## src/rtl/hazard_sequencer_if.sv

```systemverilog
// Handshake/control bundle between the pipeline datapath and the hazard sequencer.
// Latency: none; pure signal grouping.
// Backpressure: none at this level; the sequencer's stall outputs act as backpressure.
//
// master: pipeline side (drives hazard inputs, consumes controls)
// slave : sequencer side (consumes hazard inputs, drives controls)
interface hazard_sequencer_if;
    logic [6:0]  in_ifid_opcode;
    logic [4:0]  in_ifid_rs1;
    logic [4:0]  in_ifid_rs2;
    logic        in_idex_memread;
    logic [4:0]  in_idex_rd;
    logic        in_ex_redirect;
    logic        in_dmem_req;
    logic        in_dmem_ready;
    logic        out_pc_write;
    logic        out_ifid_write;
    logic        out_ifid_flush;
    logic        out_idex_bubble;
    logic        out_pipe_hold;
    logic [1:0]  out_state;
    logic        out_mem_err;
    logic [31:0] out_stall_cnt;
    logic [31:0] out_flush_cnt;

    modport master (
        output in_ifid_opcode, in_ifid_rs1, in_ifid_rs2, in_idex_memread, in_idex_rd,
               in_ex_redirect, in_dmem_req, in_dmem_ready,
        input  out_pc_write, out_ifid_write, out_ifid_flush, out_idex_bubble,
               out_pipe_hold, out_state, out_mem_err, out_stall_cnt, out_flush_cnt
    );

    modport slave (
        input  in_ifid_opcode, in_ifid_rs1, in_ifid_rs2, in_idex_memread, in_idex_rd,
               in_ex_redirect, in_dmem_req, in_dmem_ready,
        output out_pc_write, out_ifid_write, out_ifid_flush, out_idex_bubble,
               out_pipe_hold, out_state, out_mem_err, out_stall_cnt, out_flush_cnt
    );
endinterface

```

## src/rtl/hazard_sequencer.sv

```systemverilog
// Pipeline control sequencer: load-use stall, post-redirect IF/ID flush window, dmem freeze.
// Latency: controls are a same-cycle combinational decode of state and inputs; state moves on the edge.
// Backpressure: a pending dmem access freezes PC, IF/ID and the later pipeline registers until ready.
//
// Ports: in_clk, in_rst_n (synchronous, active-low) plus bus (hazard_sequencer_if.slave):
//   inputs  - ID opcode/rs1/rs2, EX load flag and rd, EX redirect, dmem req/ready
//   outputs - pc_write, ifid_write, ifid_flush, idex_bubble, pipe_hold, state, mem_err,
//             stall_cnt / flush_cnt (built only when HAZARD_SEQ_PERF_EN is defined, else 0)
module hazard_sequencer #(
    parameter int FETCH_LAT   = 1,
    parameter int MEM_TIMEOUT = 255,
    parameter int TO_W        = 16
) (
    input  logic               in_clk,
    input  logic               in_rst_n,
    hazard_sequencer_if.slave  bus
);

    localparam logic [1:0] ST_RUN   = 2'b00;
    localparam logic [1:0] ST_FLUSH = 2'b01;
    localparam logic [1:0] ST_WAIT  = 2'b10;

    localparam logic [2:0]      LAT    = 3'(FETCH_LAT);
    localparam logic [TO_W-1:0] TO_MAX = TO_W'(MEM_TIMEOUT);

    logic [1:0]      state, state_n;
    logic [1:0]      saved, saved_n;
    logic [2:0]      fcnt, fcnt_n;
    logic [TO_W-1:0] tcnt, tcnt_n;
    logic            mem_err, mem_err_n;

    logic rs1_used;
    logic rs2_used;
    logic load_use;
    logic mem_stall;
    logic redirect_ok;

    logic pc_write;
    logic ifid_write;
    logic ifid_flush;
    logic idex_bubble;
    logic pipe_hold;

    // Source-register usage: LUI/AUIPC/JAL have no rs1; only R-type, stores and branches read rs2.
    always_comb begin
        rs1_used = !((bus.in_ifid_opcode == 7'b0110111) ||
                     (bus.in_ifid_opcode == 7'b0010111) ||
                     (bus.in_ifid_opcode == 7'b1101111));
        rs2_used =  (bus.in_ifid_opcode == 7'b0110011) ||
                    (bus.in_ifid_opcode == 7'b0100011) ||
                    (bus.in_ifid_opcode == 7'b1100011);
    end

    // x0 is never a real producer, so a load to x0 cannot create a hazard.
    assign load_use = bus.in_idex_memread && (bus.in_idex_rd != 5'd0) &&
                      ((rs1_used && (bus.in_idex_rd == bus.in_ifid_rs1)) ||
                       (rs2_used && (bus.in_idex_rd == bus.in_ifid_rs2)));

    // A ready on the request cycle completes the access with no wait.
    assign mem_stall = bus.in_dmem_req && !bus.in_dmem_ready;

    // State register
    always_ff @(posedge in_clk) begin
        if (!in_rst_n) begin
            state   <= ST_RUN;
            saved   <= ST_RUN;
            fcnt    <= 3'd0;
            tcnt    <= '0;
            mem_err <= 1'b0;
        end else begin
            state   <= state_n;
            saved   <= saved_n;
            fcnt    <= fcnt_n;
            tcnt    <= tcnt_n;
            mem_err <= mem_err_n;
        end
    end

    // Next-state logic
    always_comb begin
        state_n     = state;
        saved_n     = saved;
        fcnt_n      = fcnt;
        tcnt_n      = tcnt;
        mem_err_n   = mem_err;
        redirect_ok = 1'b0;
        case (state)
            ST_RUN: begin
                if (mem_stall) begin
                    state_n = ST_WAIT;
                    saved_n = ST_RUN;
                    tcnt_n  = '0;
                end else if (bus.in_ex_redirect) begin
                    redirect_ok = 1'b1;
                    if (LAT != 3'd0) begin
                        state_n = ST_FLUSH;
                        fcnt_n  = LAT;
                    end
                end
            end
            ST_FLUSH: begin
                if (mem_stall) begin
                    // Flush count is frozen so the window resumes where it left off.
                    state_n = ST_WAIT;
                    saved_n = ST_FLUSH;
                    tcnt_n  = '0;
                end else if (bus.in_ex_redirect) begin
                    redirect_ok = 1'b1;
                    fcnt_n      = LAT;
                end else if (fcnt <= 3'd1) begin
                    state_n = ST_RUN;
                    fcnt_n  = 3'd0;
                end else begin
                    fcnt_n = fcnt - 3'd1;
                end
            end
            ST_WAIT: begin
                if (bus.in_dmem_ready) begin
                    state_n = saved;
                    tcnt_n  = '0;
                end else begin
                    if (tcnt != TO_MAX) begin
                        tcnt_n = tcnt + TO_W'(1);
                    end
                    if (tcnt_n == TO_MAX) begin
                        mem_err_n = 1'b1;
                    end
                end
            end
            default: begin
                state_n = ST_RUN;
            end
        endcase
    end

    // Output decode
    always_comb begin
        pc_write    = 1'b1;
        ifid_write  = 1'b1;
        ifid_flush  = 1'b0;
        idex_bubble = 1'b0;
        pipe_hold   = 1'b0;
        if (!in_rst_n) begin
            // Keep NOPs flowing into the front end while reset is held.
            pc_write    = 1'b0;
            ifid_write  = 1'b0;
            ifid_flush  = 1'b1;
            idex_bubble = 1'b1;
        end else begin
            case (state)
                ST_RUN: begin
                    if (mem_stall) begin
                        pc_write   = 1'b0;
                        ifid_write = 1'b0;
                        pipe_hold  = 1'b1;
                    end else if (bus.in_ex_redirect) begin
                        ifid_flush  = 1'b1;
                        idex_bubble = 1'b1;
                    end else if (load_use) begin
                        pc_write    = 1'b0;
                        ifid_write  = 1'b0;
                        idex_bubble = 1'b1;
                    end
                end
                ST_FLUSH: begin
                    if (mem_stall) begin
                        pc_write   = 1'b0;
                        ifid_write = 1'b0;
                        pipe_hold  = 1'b1;
                    end else begin
                        // ID holds a bubble here, so load_use is irrelevant.
                        ifid_flush  = 1'b1;
                        idex_bubble = bus.in_ex_redirect;
                    end
                end
                ST_WAIT: begin
                    pc_write   = 1'b0;
                    ifid_write = 1'b0;
                    pipe_hold  = 1'b1;
                end
                default: begin
                end
            endcase
        end
    end

    assign bus.out_pc_write    = pc_write;
    assign bus.out_ifid_write  = ifid_write;
    assign bus.out_ifid_flush  = ifid_flush;
    assign bus.out_idex_bubble = idex_bubble;
    assign bus.out_pipe_hold   = pipe_hold;
    assign bus.out_state       = in_rst_n ? state : ST_RUN;
    assign bus.out_mem_err     = mem_err;

`ifdef HAZARD_SEQ_PERF_EN
    logic [31:0] stall_cnt;
    logic [31:0] flush_cnt;

    always_ff @(posedge in_clk) begin
        if (!in_rst_n) begin
            stall_cnt <= 32'd0;
            flush_cnt <= 32'd0;
        end else begin
            if (!pc_write && (stall_cnt != 32'hFFFF_FFFF)) begin
                stall_cnt <= stall_cnt + 32'd1;
            end
            if (redirect_ok && (flush_cnt != 32'hFFFF_FFFF)) begin
                flush_cnt <= flush_cnt + 32'd1;
            end
        end
    end

    assign bus.out_stall_cnt = stall_cnt;
    assign bus.out_flush_cnt = flush_cnt;
`else
    logic unused_perf;
    assign unused_perf       = redirect_ok;
    assign bus.out_stall_cnt = 32'd0;
    assign bus.out_flush_cnt = 32'd0;
`endif

endmodule

```

## src/flat_wrapper.sv

```systemverilog
// flat-port wrapper written by rule: the top's interface ports become plain ports
module hazard_sequencer_flat 
#(
    parameter int FETCH_LAT   = 1,
    parameter int MEM_TIMEOUT = 255,
    parameter int TO_W        = 16
)
  (in_clk, in_rst_n, bus_in_ifid_opcode, bus_in_ifid_rs1, bus_in_ifid_rs2, bus_in_idex_memread, bus_in_idex_rd, bus_in_ex_redirect, bus_in_dmem_req, bus_in_dmem_ready, bus_out_pc_write, bus_out_ifid_write, bus_out_ifid_flush, bus_out_idex_bubble, bus_out_pipe_hold, bus_out_state, bus_out_mem_err, bus_out_stall_cnt, bus_out_flush_cnt);
  hazard_sequencer_if bus_i ();
  input  logic in_clk;
  input  logic in_rst_n;
  input wire logic [$bits(bus_i.in_ifid_opcode)-1:0] bus_in_ifid_opcode;
  input wire logic [$bits(bus_i.in_ifid_rs1)-1:0] bus_in_ifid_rs1;
  input wire logic [$bits(bus_i.in_ifid_rs2)-1:0] bus_in_ifid_rs2;
  input wire logic [$bits(bus_i.in_idex_memread)-1:0] bus_in_idex_memread;
  input wire logic [$bits(bus_i.in_idex_rd)-1:0] bus_in_idex_rd;
  input wire logic [$bits(bus_i.in_ex_redirect)-1:0] bus_in_ex_redirect;
  input wire logic [$bits(bus_i.in_dmem_req)-1:0] bus_in_dmem_req;
  input wire logic [$bits(bus_i.in_dmem_ready)-1:0] bus_in_dmem_ready;
  output wire logic [$bits(bus_i.out_pc_write)-1:0] bus_out_pc_write;
  output wire logic [$bits(bus_i.out_ifid_write)-1:0] bus_out_ifid_write;
  output wire logic [$bits(bus_i.out_ifid_flush)-1:0] bus_out_ifid_flush;
  output wire logic [$bits(bus_i.out_idex_bubble)-1:0] bus_out_idex_bubble;
  output wire logic [$bits(bus_i.out_pipe_hold)-1:0] bus_out_pipe_hold;
  output wire logic [$bits(bus_i.out_state)-1:0] bus_out_state;
  output wire logic [$bits(bus_i.out_mem_err)-1:0] bus_out_mem_err;
  output wire logic [$bits(bus_i.out_stall_cnt)-1:0] bus_out_stall_cnt;
  output wire logic [$bits(bus_i.out_flush_cnt)-1:0] bus_out_flush_cnt;
  assign bus_i.in_ifid_opcode = bus_in_ifid_opcode;
  assign bus_i.in_ifid_rs1 = bus_in_ifid_rs1;
  assign bus_i.in_ifid_rs2 = bus_in_ifid_rs2;
  assign bus_i.in_idex_memread = bus_in_idex_memread;
  assign bus_i.in_idex_rd = bus_in_idex_rd;
  assign bus_i.in_ex_redirect = bus_in_ex_redirect;
  assign bus_i.in_dmem_req = bus_in_dmem_req;
  assign bus_i.in_dmem_ready = bus_in_dmem_ready;
  assign bus_out_pc_write = bus_i.out_pc_write;
  assign bus_out_ifid_write = bus_i.out_ifid_write;
  assign bus_out_ifid_flush = bus_i.out_ifid_flush;
  assign bus_out_idex_bubble = bus_i.out_idex_bubble;
  assign bus_out_pipe_hold = bus_i.out_pipe_hold;
  assign bus_out_state = bus_i.out_state;
  assign bus_out_mem_err = bus_i.out_mem_err;
  assign bus_out_stall_cnt = bus_i.out_stall_cnt;
  assign bus_out_flush_cnt = bus_i.out_flush_cnt;
  hazard_sequencer #(.FETCH_LAT(FETCH_LAT), .MEM_TIMEOUT(MEM_TIMEOUT), .TO_W(TO_W)) u_core (.in_clk(in_clk), .in_rst_n(in_rst_n), .bus(bus_i));
endmodule
```

## config.mk

```make
export PLATFORM = sky130hd
export DESIGN_NAME = hazard_sequencer_flat
export DESIGN_NICKNAME = d
export VERILOG_FILES = /design/src/rtl/hazard_sequencer_if.sv /design/src/rtl/hazard_sequencer.sv /design/src/flat_wrapper.sv
export SDC_FILE = /design/constraint.sdc
export NUM_CORES = 1
export LEC_CHECK = 0
export BUFFER_PORTS_ARGS = -buffer_cell sky130_fd_sc_hd__buf_4
export CAP_MARGIN = 0
export CORE_UTILIZATION = 43
export CTS_BUF_LIST = sky130_fd_sc_hd__clkbuf_4 sky130_fd_sc_hd__clkbuf_8 sky130_fd_sc_hd__clkbuf_16
export CTS_CLUSTER_SIZE = 16
export DETAILED_ROUTE_END_ITERATION = 6
export GPL_TIMING_DRIVEN = 1
export PLACE_DENSITY = 0.83
export SYNTH_ARGS = -nofsm -noshare
export SYNTH_HDL_FRONTEND = slang
export SYNTH_SLANG_ARGS = --single-unit
```

## constraint.sdc

```tcl
create_clock -name in_clk -period 2.17 [get_ports in_clk]
set_input_delay 0 -clock in_clk [delete_from_list [all_inputs] [get_ports in_clk]]
set_output_delay 0 -clock in_clk [all_outputs]
set_load 0.02 [all_outputs]
```

==> impl_metrics.toml <==
[clock_network]
cts_tree = "built"
clockBufferDepth = 2
cts.clk_slew.worst_paths_ns = 0.09
clk_latency_ns = 0.27
htree_levels = 1
cts_hold_buffers = 0
cts_sinks = 23
cts_buffers = 3
root_buffer = "clkbuf_8"

[die]
die_y_um = 72.42
initial_core_util_pct = 44.84
io_pins = 100
core_sq_um = 4755
fp.dieW_um = 72.42
die_area_sq_um = 5244
num_rows = 25

[power_and_ir_drop]
total_power_mw = 0.9582
vdd_ir_drop_max_mv = 0.2488
leakagePower_nw = 1.092
power.density_nw_per_um2 = 399.9

[worst_hold_path]
holdCritStartpoint = "bus_in_dmem_req"
hold_path_class = "input port to flop"
hold_depth = 3

[timing]
worst_pin_slew_ns = 0.5322
final_hold_viol_count = 0
holdWs_ns = 0.007414
finalWorstSetupSlack_ns = -0.008335
relSlewSlack_pct = 64.42
fmax_mhz = 459.1
final_max_slew_viol_count = 0
fin_crit_ns = 2.178
fin_worst_skew_ns = 0.006086
fin_crit_sh_pct = 100.4
rsz0062_at_grt = "true"
setup_viol = 1

[layout]
nets = 356
drive_above_1_share_pct = 22.53
utilization_pct = 50.39
layout.cells.non_filler = 391
layout_common_cells = "64 x conb_1, 56 x buf_4, 22 x nand2_1, 22 x dfxtp_1, 20 x o21ai_0"
fill_cells = 460
antennaDiodeCount = 0
layout_commonest_cell = "conb_1"
syn2layout_area_growth_pct = 12.38

[placed_design]
dpl.hpwl_um = 3472
portBuffers = 35
dpl.cell_count = 386
gp_congestion = 0.9824

[setup_path]
worst_ep_arrival_time_ns = 2.37
r2r_start = "u_core.tcnt[9]"
cp-end-kind = "flop"
worstSetupPathType = "flop to flop"
start_kind = "flop"
path_max_fanout = 2
r2r_slack_ns = -0.008
required_ns = 2.36
ff2ff_path_depth = 6
startpoint = "u_core.tcnt[9]"

[synth]
synth_area_sq_um = 2132
synth_top_family_by_area = "buffers and inverters"
synth-adder-area-share_pct = 1.761
synth_compound_area_share_pct = 18.25
avgSynthCellArea_sq_um = 7.753
ys.flop_type = "dfxtp_1"
synth-xor-area-share_pct = 6.573
ys_types = 55
synth_warnings = 0
synth.top_cells.by_area = "buf_4 23%, dfxtp_1 22%, o21ai_0 4.7%, nand2_1 3.9%, xnor2_1 3.7%"
yosys.area.top_type_share_pct = 22.89
synth-seq-area-share_pct = 21.60
synth_edf_count = 0
yosys.area.top_type = "buf_4"
ys_seq_elements = 23
postSynth.asyncResetShare_pct = 0
synthCells = 275
muxShareOfSynthArea_pct = 1.467
synth-simple-area-share_pct = 24.06

[outcome]
status = "complete, but fails checks"
violations = "negative setup slack"

[global_routing]
grt_pass1_wl_um = 7051
grt_pass1_vias = 1594
grt_util_all_layers_pct = 16.58
antenna_found_initial = 0
grt_start_max_net_pins = 17
grt.overflow.total = 0

[job]
drv_cap = 0

[routing]
drcViolationCount = 0
drt_iter0_drc = 77
via_count = 1926
routed_wl_um = 4432
drt-pass1-iter-count = 4
routedWlPerCell_um = 11.34
viasPerCell = 4.926
ant_nets = 0
## cell families after synthesis
family                   count (synthesis)
AND/OR/NAND/NOR                         87
buffers and inverters                   81
AO/OA/AOI/OAI                           61
flip-flops                              23
XOR/XNOR                                16
adder cells (fa/ha/maj)                  3
multiplexers                             3
other                                    1
## synthesized netlist by cell type (all sizes together) (2+ instances only)
cell type	instances
nor3	5
clkbuf	8
or4	5
nor2	14
a21o	3
mux2i	2
nor2b	5
ha	3
xnor2	9
xor2	7
inv	7
a22o	2
nand2	22
or3	3
nand4	7
nand2b	2
buf	66
dfxtp	23
nor3b	2
a21oi	12
a21boi	2
nand3	8
o21ai	21
o31ai	6
nor4	4
a31oi	4
and2	5
## repair_timing
item / CTS / global route
pin swaps: 2 / 1
setup endpoints to repair: 1 / 1
endpoints found under the hold margin: 0 / 0
setup buffers: 0 / 1
gates resized for setup: 1 / 1
## per-stage QoR
stage | area (sq um) | setup TNS (ns) | worst slack [ns]
2_1_floorplan | 2369 | -0.06698 | -0.06698
4_1_cts | 2382 | -0.04506 | -0.04506
3_3_place_gp | 2335 | 0 | 0.02774
6_report | 2396 | -0.008335 | -0.008335
5_1_grt | 2396 | -0.09748 | -0.09748
3_5_place_dp | 2335 | -0.05855 | -0.05855
## area by class of cell
cell class	count	area, sq um	share of cell area (%)
timing repair buffer	56	420.4	17.55
inverter	7	26.28	1.097
clock inverter	1	5.005	0.2089
clock buffer	3	41.29	1.723
tap	67	83.83	3.499
sequential	23	461.7	19.27
multi-input combinational	234	1358	56.66
## flip-flops by register name, indices dropped and copies added, names as in the netlist
signal and cells:
u_core.fcnt 3, u_core.saved 1, u_core.tcnt 16, u_core.state 2
u_core.bus.out_mem_err 1
## final timing paths
path,endpoint
worst max-delay path,u_core.bus.out_mem_err
worst min-delay path,u_core.state[1]
worst max register to register,u_core.bus.out_mem_err
worst min register to register,u_core.state[0]
## power breakdown
group          leakage (nW)  total (mW)  internal [mW]  switching (mW)
Clock                0.0255       0.273          0.129           0.144
Combinational         0.880       0.253         0.0775           0.175
Sequential            0.186       0.433          0.427         0.00604
Total                  1.09       0.958          0.633           0.326
## worst max-delay path, cell delays in order, from the launching register on
cell	delay, ns
dfxtp_1	0.32
or4_4	0.53
or4_4	0.57
mux2i_1	0.15
nor4b_2	0.22
nand3_1	0.12
o31ai_2	0.20
## routing by layer
metal	global-route usage [%]	wire, um	share of wire, %
met1	20.54	1962	44
met2	29.28	2094	47
met3	3.889	327	7.4
met4	3.268	46	1.0
met5	0	0	0
Note: power is estimated with default switching activity, not from simulation.
